[config.mk]
export PLATFORM = sky130hd
export DESIGN_NAME = accum_scheduler
export DESIGN_NICKNAME = d
export VERILOG_FILES = /design/src/rtl/accum_pkg.sv /design/src/rtl/lane_sum.sv /design/src/rtl/accum_scheduler.sv
export SDC_FILE = /design/constraint.sdc
export NUM_CORES = 1
export LEC_CHECK = 0
export CAP_MARGIN = 20
export CELL_PAD_IN_SITES_DETAIL_PLACEMENT = 2
export CELL_PAD_IN_SITES_GLOBAL_PLACEMENT = 2
export CORE_MARGIN = 2
export CORE_UTILIZATION = 31
export DETAILED_ROUTE_END_ITERATION = 10
export PLACE_DENSITY_LB_ADDON = 0.1
export SLEW_MARGIN = 40
export SYNTH_ARGS = -nofsm -noshare
export SYNTH_HDL_FRONTEND = slang
export SYNTH_HIERARCHICAL = 1
export SYNTH_SLANG_ARGS = --single-unit
[constraint.sdc]
create_clock -name clk -period 16.56 [get_ports clk]
set_input_delay 2.484 -clock clk [delete_from_list [all_inputs] [get_ports clk]]
set_output_delay 2.484 -clock clk [all_outputs]
set_load 0.02 [all_outputs]
[src/rtl/accum_pkg.sv]
// rtl/accum_pkg.sv - shared types and sizing helpers for accum_scheduler
//
// Purpose: scheduler FSM state enum plus the functions that derive the
// chunk count, weight-address width and overflow-free sum width from the
// top-level parameters. Default sizes are provided as localparams.
package accum_pkg;

  typedef enum logic [2:0] {
    IDLE  = 3'd0,
    FETCH = 3'd1,
    DRAIN = 3'd2,
    OUT   = 3'd3,
    DONE  = 3'd4
  } state_e;

  // Counter/address width that never collapses to zero bits.
  function automatic int clog2_min1(input int value);
    return (value <= 2) ? 1 : $clog2(value);
  endfunction

  // N signed terms of WIDTH bits cannot overflow WIDTH+clog2(N) bits.
  function automatic int out_width(input int width, input int n);
    return width + $clog2(n);
  endfunction

  function automatic int chunks(input int n, input int lanes);
    return n / lanes;
  endfunction

  function automatic int addr_width(input int n, input int lanes);
    return clog2_min1(n * n / lanes);
  endfunction

  localparam int DEF_N         = 256;
  localparam int DEF_WIDTH     = 32;
  localparam int DEF_LANES     = 8;
  localparam int DEF_CHUNKS    = chunks(DEF_N, DEF_LANES);
  localparam int DEF_ADDR_W    = addr_width(DEF_N, DEF_LANES);
  localparam int DEF_OUT_WIDTH = out_width(DEF_WIDTH, DEF_N);

endpackage

[src/rtl/lane_sum.sv]
// rtl/lane_sum.sv - spike-gated signed sum of one weight memory word
//
// Purpose: combinational adder over LANES weights; lane k contributes its
// sign-extended weight when spikes[k] is set, otherwise zero.
// Ports:
//   w_data  in  LANES*WIDTH  lane k at [k*WIDTH +: WIDTH]
//   spikes  in  LANES        gate bit per lane
//   sum     out OUT_WIDTH    signed gated sum
module lane_sum #(
  parameter int WIDTH     = 32,
  parameter int LANES     = 8,
  parameter int OUT_WIDTH = 40
) (
  input  logic [LANES*WIDTH-1:0]     w_data,
  input  logic [LANES-1:0]           spikes,
  output logic signed [OUT_WIDTH-1:0] sum
);

  always_comb begin
    sum = '0;
    for (int k = 0; k < LANES; k++) begin
      // Size cast of a signed operand sign-extends the lane to OUT_WIDTH.
      if (spikes[k]) sum = sum + OUT_WIDTH'($signed(w_data[k*WIDTH +: WIDTH]));
    end
  end

endmodule

[src/rtl/accum_scheduler.sv]
// rtl/accum_scheduler.sv - time-multiplexed synaptic accumulation controller
//
// Purpose: per timestep, latches the spike vector, walks the weight SRAM row
// by row (one row per neuron, CHUNKS words per row), accumulates spike-gated
// weights through one LANES-wide adder and streams one sum per neuron.
// Optional build macro: SKIP_ZERO_CHUNK_EN - chunks whose spike bits are all
// zero are skipped in FETCH (no read, no cycle).
// Ports:
//   clk        in   clock, rising edge
//   reset      in   asynchronous active-low reset
//   start      in   begin a pass (sampled only in IDLE)
//   spike_in   in   N presynaptic spikes, latched on accepted start
//   busy       out  pass in progress
//   done       out  one-cycle pulse after the last sum handshake
//   w_rd_en    out  weight read strobe
//   w_rd_addr  out  word address i*CHUNKS+c
//   w_rd_data  in   read data, valid the cycle after w_rd_en
//   sum_valid  out  result valid
//   sum_ready  in   downstream accept
//   sum_idx    out  neuron index of sum_data
//   sum_data   out  signed accumulated sum
module accum_scheduler
  import accum_pkg::*;
#(
  parameter int N     = DEF_N,
  parameter int WIDTH = DEF_WIDTH,
  parameter int LANES = DEF_LANES,
  localparam int OUT_WIDTH = out_width(WIDTH, N),
  localparam int CHUNKS    = chunks(N, LANES),
  localparam int AW        = addr_width(N, LANES),
  localparam int IW        = clog2_min1(N)
) (
  input  logic                   clk,
  input  logic                   reset,
  input  logic                   start,
  input  logic [N-1:0]           spike_in,
  output logic                   busy,
  output logic                   done,
  output logic                   w_rd_en,
  output logic [AW-1:0]          w_rd_addr,
  input  logic [LANES*WIDTH-1:0] w_rd_data,
  output logic                   sum_valid,
  input  logic                   sum_ready,
  output logic [IW-1:0]          sum_idx,
  output logic [OUT_WIDTH-1:0]   sum_data
);

  localparam int CW = clog2_min1(CHUNKS);

  state_e                 state_q, state_d;
  logic [IW-1:0]          i_q, i_d;
  logic [CW-1:0]          c_q, c_d;
  logic [CW-1:0]          cd_q, cd_d;
  logic signed [OUT_WIDTH-1:0] acc_q, acc_d;
  logic [N-1:0]           spike_q, spike_d;
  logic                   rd_pend_q, rd_pend_d;
  logic                   w_rd_en_q, w_rd_en_d;
  logic [AW-1:0]          w_rd_addr_q, w_rd_addr_d;
  logic                   sum_valid_q, sum_valid_d;
  logic [IW-1:0]          sum_idx_q, sum_idx_d;
  logic [OUT_WIDTH-1:0]   sum_data_q, sum_data_d;
  logic                   busy_q, busy_d;
  logic                   done_q, done_d;

  logic [CHUNKS-1:0]      chunk_live;
  int                     find_from;
  logic                   find_hit;
  logic [CW-1:0]          find_idx;
  logic [LANES-1:0]       lane_spikes;
  logic signed [OUT_WIDTH-1:0] lane_total;
  logic [IW-1:0]          i_next;

  function automatic logic [AW-1:0] word_addr(input logic [IW-1:0] row,
                                              input logic [CW-1:0] chunk);
    return AW'(row) * AW'(CHUNKS) + AW'(chunk);
  endfunction

`ifdef SKIP_ZERO_CHUNK_EN
  // The first chunk of a pass is chosen in IDLE, before spikes are latched.
  logic [N-1:0] scan_spikes;
  always_comb begin
    scan_spikes = (state_q == IDLE) ? spike_in : spike_q;
    for (int k = 0; k < CHUNKS; k++) begin
      chunk_live[k] = |scan_spikes[k*LANES +: LANES];
    end
  end
`else
  assign chunk_live = '1;
`endif

  // Priority find: lowest live chunk at or after find_from. Entering FETCH
  // searches from chunk 0, inside FETCH from the chunk after the current one.
  always_comb begin
    find_from = (state_q == FETCH) ? int'(c_q) + 1 : 0;
    find_hit  = 1'b0;
    find_idx  = '0;
    for (int k = CHUNKS - 1; k >= 0; k--) begin
      if (k >= find_from && chunk_live[k]) begin
        find_hit = 1'b1;
        find_idx = CW'(k);
      end
    end
  end

  // Read data belongs to the chunk addressed one cycle earlier.
  always_comb begin
    lane_spikes = spike_q[int'(cd_q)*LANES +: LANES];
  end

  lane_sum #(
    .WIDTH     (WIDTH),
    .LANES     (LANES),
    .OUT_WIDTH (OUT_WIDTH)
  ) u_lane_sum (
    .w_data (w_rd_data),
    .spikes (lane_spikes),
    .sum    (lane_total)
  );

  assign i_next = i_q + 1'b1;

  always_comb begin
    state_d     = state_q;
    i_d         = i_q;
    c_d         = c_q;
    cd_d        = c_q;
    acc_d       = acc_q;
    spike_d     = spike_q;
    rd_pend_d   = w_rd_en_q;
    w_rd_en_d   = 1'b0;
    w_rd_addr_d = w_rd_addr_q;
    sum_valid_d = sum_valid_q;
    sum_idx_d   = sum_idx_q;
    sum_data_d  = sum_data_q;
    busy_d      = busy_q;
    done_d      = 1'b0;

    if (rd_pend_q) acc_d = acc_q + lane_total;

    unique case (state_q)
      IDLE: begin
        if (start) begin
          spike_d     = spike_in;
          i_d         = '0;
          acc_d       = '0;
          busy_d      = 1'b1;
          c_d         = find_idx;
          w_rd_en_d   = find_hit;
          w_rd_addr_d = word_addr('0, find_idx);
          state_d     = FETCH;
        end
      end
      FETCH: begin
        // A FETCH cycle without a read only happens for an all-skipped row.
        if (w_rd_en_q && find_hit) begin
          c_d         = find_idx;
          w_rd_en_d   = 1'b1;
          w_rd_addr_d = word_addr(i_q, find_idx);
        end else begin
          state_d = DRAIN;
        end
      end
      DRAIN: begin
        // acc_d already includes the last read word.
        state_d     = OUT;
        sum_valid_d = 1'b1;
        sum_idx_d   = i_q;
        sum_data_d  = acc_d;
      end
      OUT: begin
        if (sum_ready) begin
          sum_valid_d = 1'b0;
          if (i_q == IW'(N - 1)) begin
            busy_d  = 1'b0;
            done_d  = 1'b1;
            state_d = DONE;
          end else begin
            i_d         = i_next;
            acc_d       = '0;
            c_d         = find_idx;
            w_rd_en_d   = find_hit;
            w_rd_addr_d = word_addr(i_next, find_idx);
            state_d     = FETCH;
          end
        end
      end
      DONE: begin
        state_d = IDLE;
      end
      default: begin
        state_d = IDLE;
      end
    endcase
  end

  always_ff @(posedge clk or negedge reset) begin
    if (!reset) begin
      state_q     <= IDLE;
      i_q         <= '0;
      c_q         <= '0;
      cd_q        <= '0;
      acc_q       <= '0;
      spike_q     <= '0;
      rd_pend_q   <= 1'b0;
      w_rd_en_q   <= 1'b0;
      w_rd_addr_q <= '0;
      sum_valid_q <= 1'b0;
      sum_idx_q   <= '0;
      sum_data_q  <= '0;
      busy_q      <= 1'b0;
      done_q      <= 1'b0;
    end else begin
      state_q     <= state_d;
      i_q         <= i_d;
      c_q         <= c_d;
      cd_q        <= cd_d;
      acc_q       <= acc_d;
      spike_q     <= spike_d;
      rd_pend_q   <= rd_pend_d;
      w_rd_en_q   <= w_rd_en_d;
      w_rd_addr_q <= w_rd_addr_d;
      sum_valid_q <= sum_valid_d;
      sum_idx_q   <= sum_idx_d;
      sum_data_q  <= sum_data_d;
      busy_q      <= busy_d;
      done_q      <= done_d;
    end
  end

  assign busy      = busy_q;
  assign done      = done_q;
  assign w_rd_en   = w_rd_en_q;
  assign w_rd_addr = w_rd_addr_q;
  assign sum_valid = sum_valid_q;
  assign sum_idx   = sum_idx_q;
  assign sum_data  = sum_data_q;

endmodule

==> results by group, run 1 <==
Floorplan
  • Rows: between 100 and 150
  • Total die area: 119000 um^2
  • Chip height: 344 um
  • Die W: roughly 340 um
  • Core Region: 115000 um^2
  • Initial Util: 31.3%
  • I/O Pins: 581

Clock network
  • Total clock sinks: 378
  • Clk root buf: clkbuf_16
  • Clock transition at the registers of the reported paths: 0.07 ns
  • Hold_buf cts: 0
  • Clock latency on the worst-skew pair: 0.58 ns
  • CTS tree: built
  • H-tree depth: 2
  • CTS max path bufs: 3
  • CTS buffer count: 38

Worst setup path
  • Critical path peak fanout: 5
  • WP data arrival: approximately 17 ns
  • Critical Path Source Type: primary input
  • CP dominant cell by count: buf_4
  • Req. time, crit path: between 15 and 20 ns
  • Crit Path Class: primary input to flip-flop
  • Slowest-stage cell, CP: or4_4
  • Max incr delay on CP: 0.49 ns
  • Crit path capture type: flip-flop

Place
  • DPL Wire Length: between 100000 and 150000 um
  • I/O Buffers: 580
  • Final Wtd Congestion: 0.911

Yosys
  • Yosys cell types: approximately 100
  • Yosys reg bits: 378
  • Async SR Flop Fraction: 100%
  • Synthesized instance count: 3990
  • Netlist Area Pre-Place: 35900 um^2
  • Syn Area/Cell: 9.00 um^2
  • EDFF count, synth: 0
  • Sequential area share after synthesis: 26.3%
  • Synth Flop Type: dfrtp_1
  • Yosys warns: 6
  • Syn_nets: 4827

Timing
  • Slew Viols, Final: 0
  • Least-Margin Pin Slew: 0.890 ns
  • Clock period minus worst slack: approximately 17 ns
  • Smallest setup slack after layout: -0.235 ns
  • Clock skew: 0.0502 ns
  • Fin. Hold Viols: 0
  • Slew Limit Headroom: roughly 41%
  • Post-route clock period utilization: 101%
  • RSZ-0062 raised after global routing: yes
  • Highest clock rate: 59.5 MHz
  • Final setup viols: 6

Run status
  • Failing checks: setup timing
  • Status: complete, but fails checks

Cells and area
  • Share of cells above drive strength 1: 32.1%
  • Commonest non-fill, non-tap cell in the layout: buf_4
  • Fillers: 12400
  • Final Core Density: 46.3%
  • Nets: between 6000 and 7000
  • Most frequent cells in the layout: buf_4, clkdlybuf4s50_1, dfrtp_1, nand2_1, mux2_2
  • Area grow syn2layout: 47.9%

Drt
  • TritonRoute pass-1 iters: 5
  • Iter 0 DRT Violations: approximately 1600
  • Post-Route WL: roughly 180000 um
  • Vias/cell: 5.42
  • Detailed-route via count: ~38000
  • Routed length per instance: approximately 26 um
  • Routed Antenna Nets: 0
  • Drt drc: 0

Job
  • Max_cap viols: 0

Global route
  • Total track usage: 29.2%
  • First-pass GRT wire length: 263000 um
  • Pin count of the biggest net entering global routing: 83
  • Vias in the first global route: 42200
  • Initial antenna violation count: 92
  • Gr ovfl total: 0

Worst hold path
  • Hold Path Class: flip-flop to flip-flop
==> kinds of logic (layout without fill, tap and decap cells) <==
group	Yosys count	in the layout	synth area share, %
flip-flops	378	378	26.3
XOR/XNOR	267	267	6.55
multiplexers	484	484	17.5
buffers and inverters	309	1770	3.30
AND/OR/NAND/NOR	1046	1046	13.7
adder cells (fa/ha/maj)	324	324	11.4
AO/OA/AOI/OAI	1182	1182	21.2
other	0	66	0
==> sequential cells by signal, summed over array words and instances (netlist names), 3 cells and up <==
name and flops:
acc_q 40, sum_data 40, w_rd_addr 9, spike_q 256, state_q 3, i_q 8, cd_q 5, sum_idx 8
c_q 4
==> cells in the mapped netlist (11+ instances only) <==
master,instances,area [um^2]
a21oi_1,325,1630
nand4_1,31,194
buf_1,18,67.6
xor2_1,105,920
nor3b_1,11,82.6
nand2b_1,44,275
a31oi_1,48,300
nor2b_1,41,257
a211oi_1,30,225
mux2_2,345,3880
or2_2,17,106
or3_1,22,138
o211ai_1,31,233
mux4_2,80,1800
dfrtp_1,378,9460
o21a_1,57,428
nand3_1,82,410
a21o_1,162,1220
mux2i_1,57,571
o31ai_1,27,203
o21bai_1,50,375
and3_1,44,275
nor2_1,254,953
ha_1,313,3920
a21boi_0,18,135
clkbuf_1,146,548
xnor2_1,161,1410
nand2_1,377,1420
o21ai_0,266,1330
and2_1,27,169
inv_1,134,503
nor3_1,49,245
==> routing by layer <==
| layer | vias to the layer above | routed length (um) | global-route usage [%] |
|---|---|---|---|
| met1 | 19200 | 73600 | 34.7 |
| met5 | - | 397 | 0 |
| met2 | 843 | 90600 | 51.1 |
| met4 | 60 | 8080 | 11.7 |
| li1 | 17600 | - | - |
| met3 | 339 | 9710 | 5.95 |
==> path summary, 6_finish.rpt <==
kind                               from            to  slack, ns  depth (start not counted)
min in group asynchronous         reset  spike_q[231]       1.84                          1
setup reg to reg                cd_q[0]  sum_data[39]      -0.05                         82
max in group asynchronous         reset     rd_pend_q      13.07                          3
setup / recovery           w_rd_data[0]  sum_data[39]      -0.24                         80
hold reg to reg            sum_data[12]  sum_data[12]       0.49                          2
hold / removal             sum_data[12]  sum_data[12]       0.49                          2
==> critical path, delay by kind of cell <==
family,cells,cell delay [ns]
AND/OR/NAND/NOR,19,2.98
multiplexers,2,0.60
AO/OA/AOI/OAI,34,5.99
XOR/XNOR,7,1.02
adder cells (fa/ha/maj),9,2.58
buffers and inverters,9,1.58
==> area by class of cell <==
cell class / count / area, um^2 / share of cell area, %
diodes: 66 / 165 / 0.311
clock buffers: 48 / 1030 / 1.94
clock inverters: 17 / 153 / 0.287
inverters: 137 / 515 / 0.970
multi-input cells: 3303 / 26600 / 50.2
flip-flops and latches: 378 / 9470 / 17.8
well taps: 1512 / 1890 / 3.56
repair buffers: 1568 / 13300 / 25.0
==> timing repair <==
action                                  in CTS  in global routing
endpoints found under the setup margin      30                 42
buffers inserted                            36                 18
resized for setup                          154                148
pin swaps                                   73                 62
==> through the flow <==
| step | instance area [um^2] | hold WS, ns | setup TNS, ns | instances | setup slack [ns] |
|---|---|---|---|---|---|
| after floorplan | 36000 | 0.475 | 0 | 3990 | 0.000608 |
| after global placement | 50000 | 0.440 | -26.15 | 6844 | -1.34 |
| after detailed placement | 50000 | 0.465 | -44.70 | 6844 | -1.93 |
| after CTS | 52100 | 0.483 | -0.0219 | 6945 | -0.0219 |
| after global routing | 53100 | 0.513 | -19.74 | 7019 | -1.14 |
| final | 53100 | 0.486 | -0.605 | 7029 | -0.235 |
Power of run 1 is left out: the tool's default activity adds up to more than one toggle a clock period on the data nets, which glitch-free logic cannot reach.
==> run 2, diff against run 1 <==
Settings changed: CAP_MARGIN 20 to default.
==> results of run 2 <==
Same layout as run 1: the final DEF is identical, and so are final timing and power.
Power of run 2 is left out for the same reason.
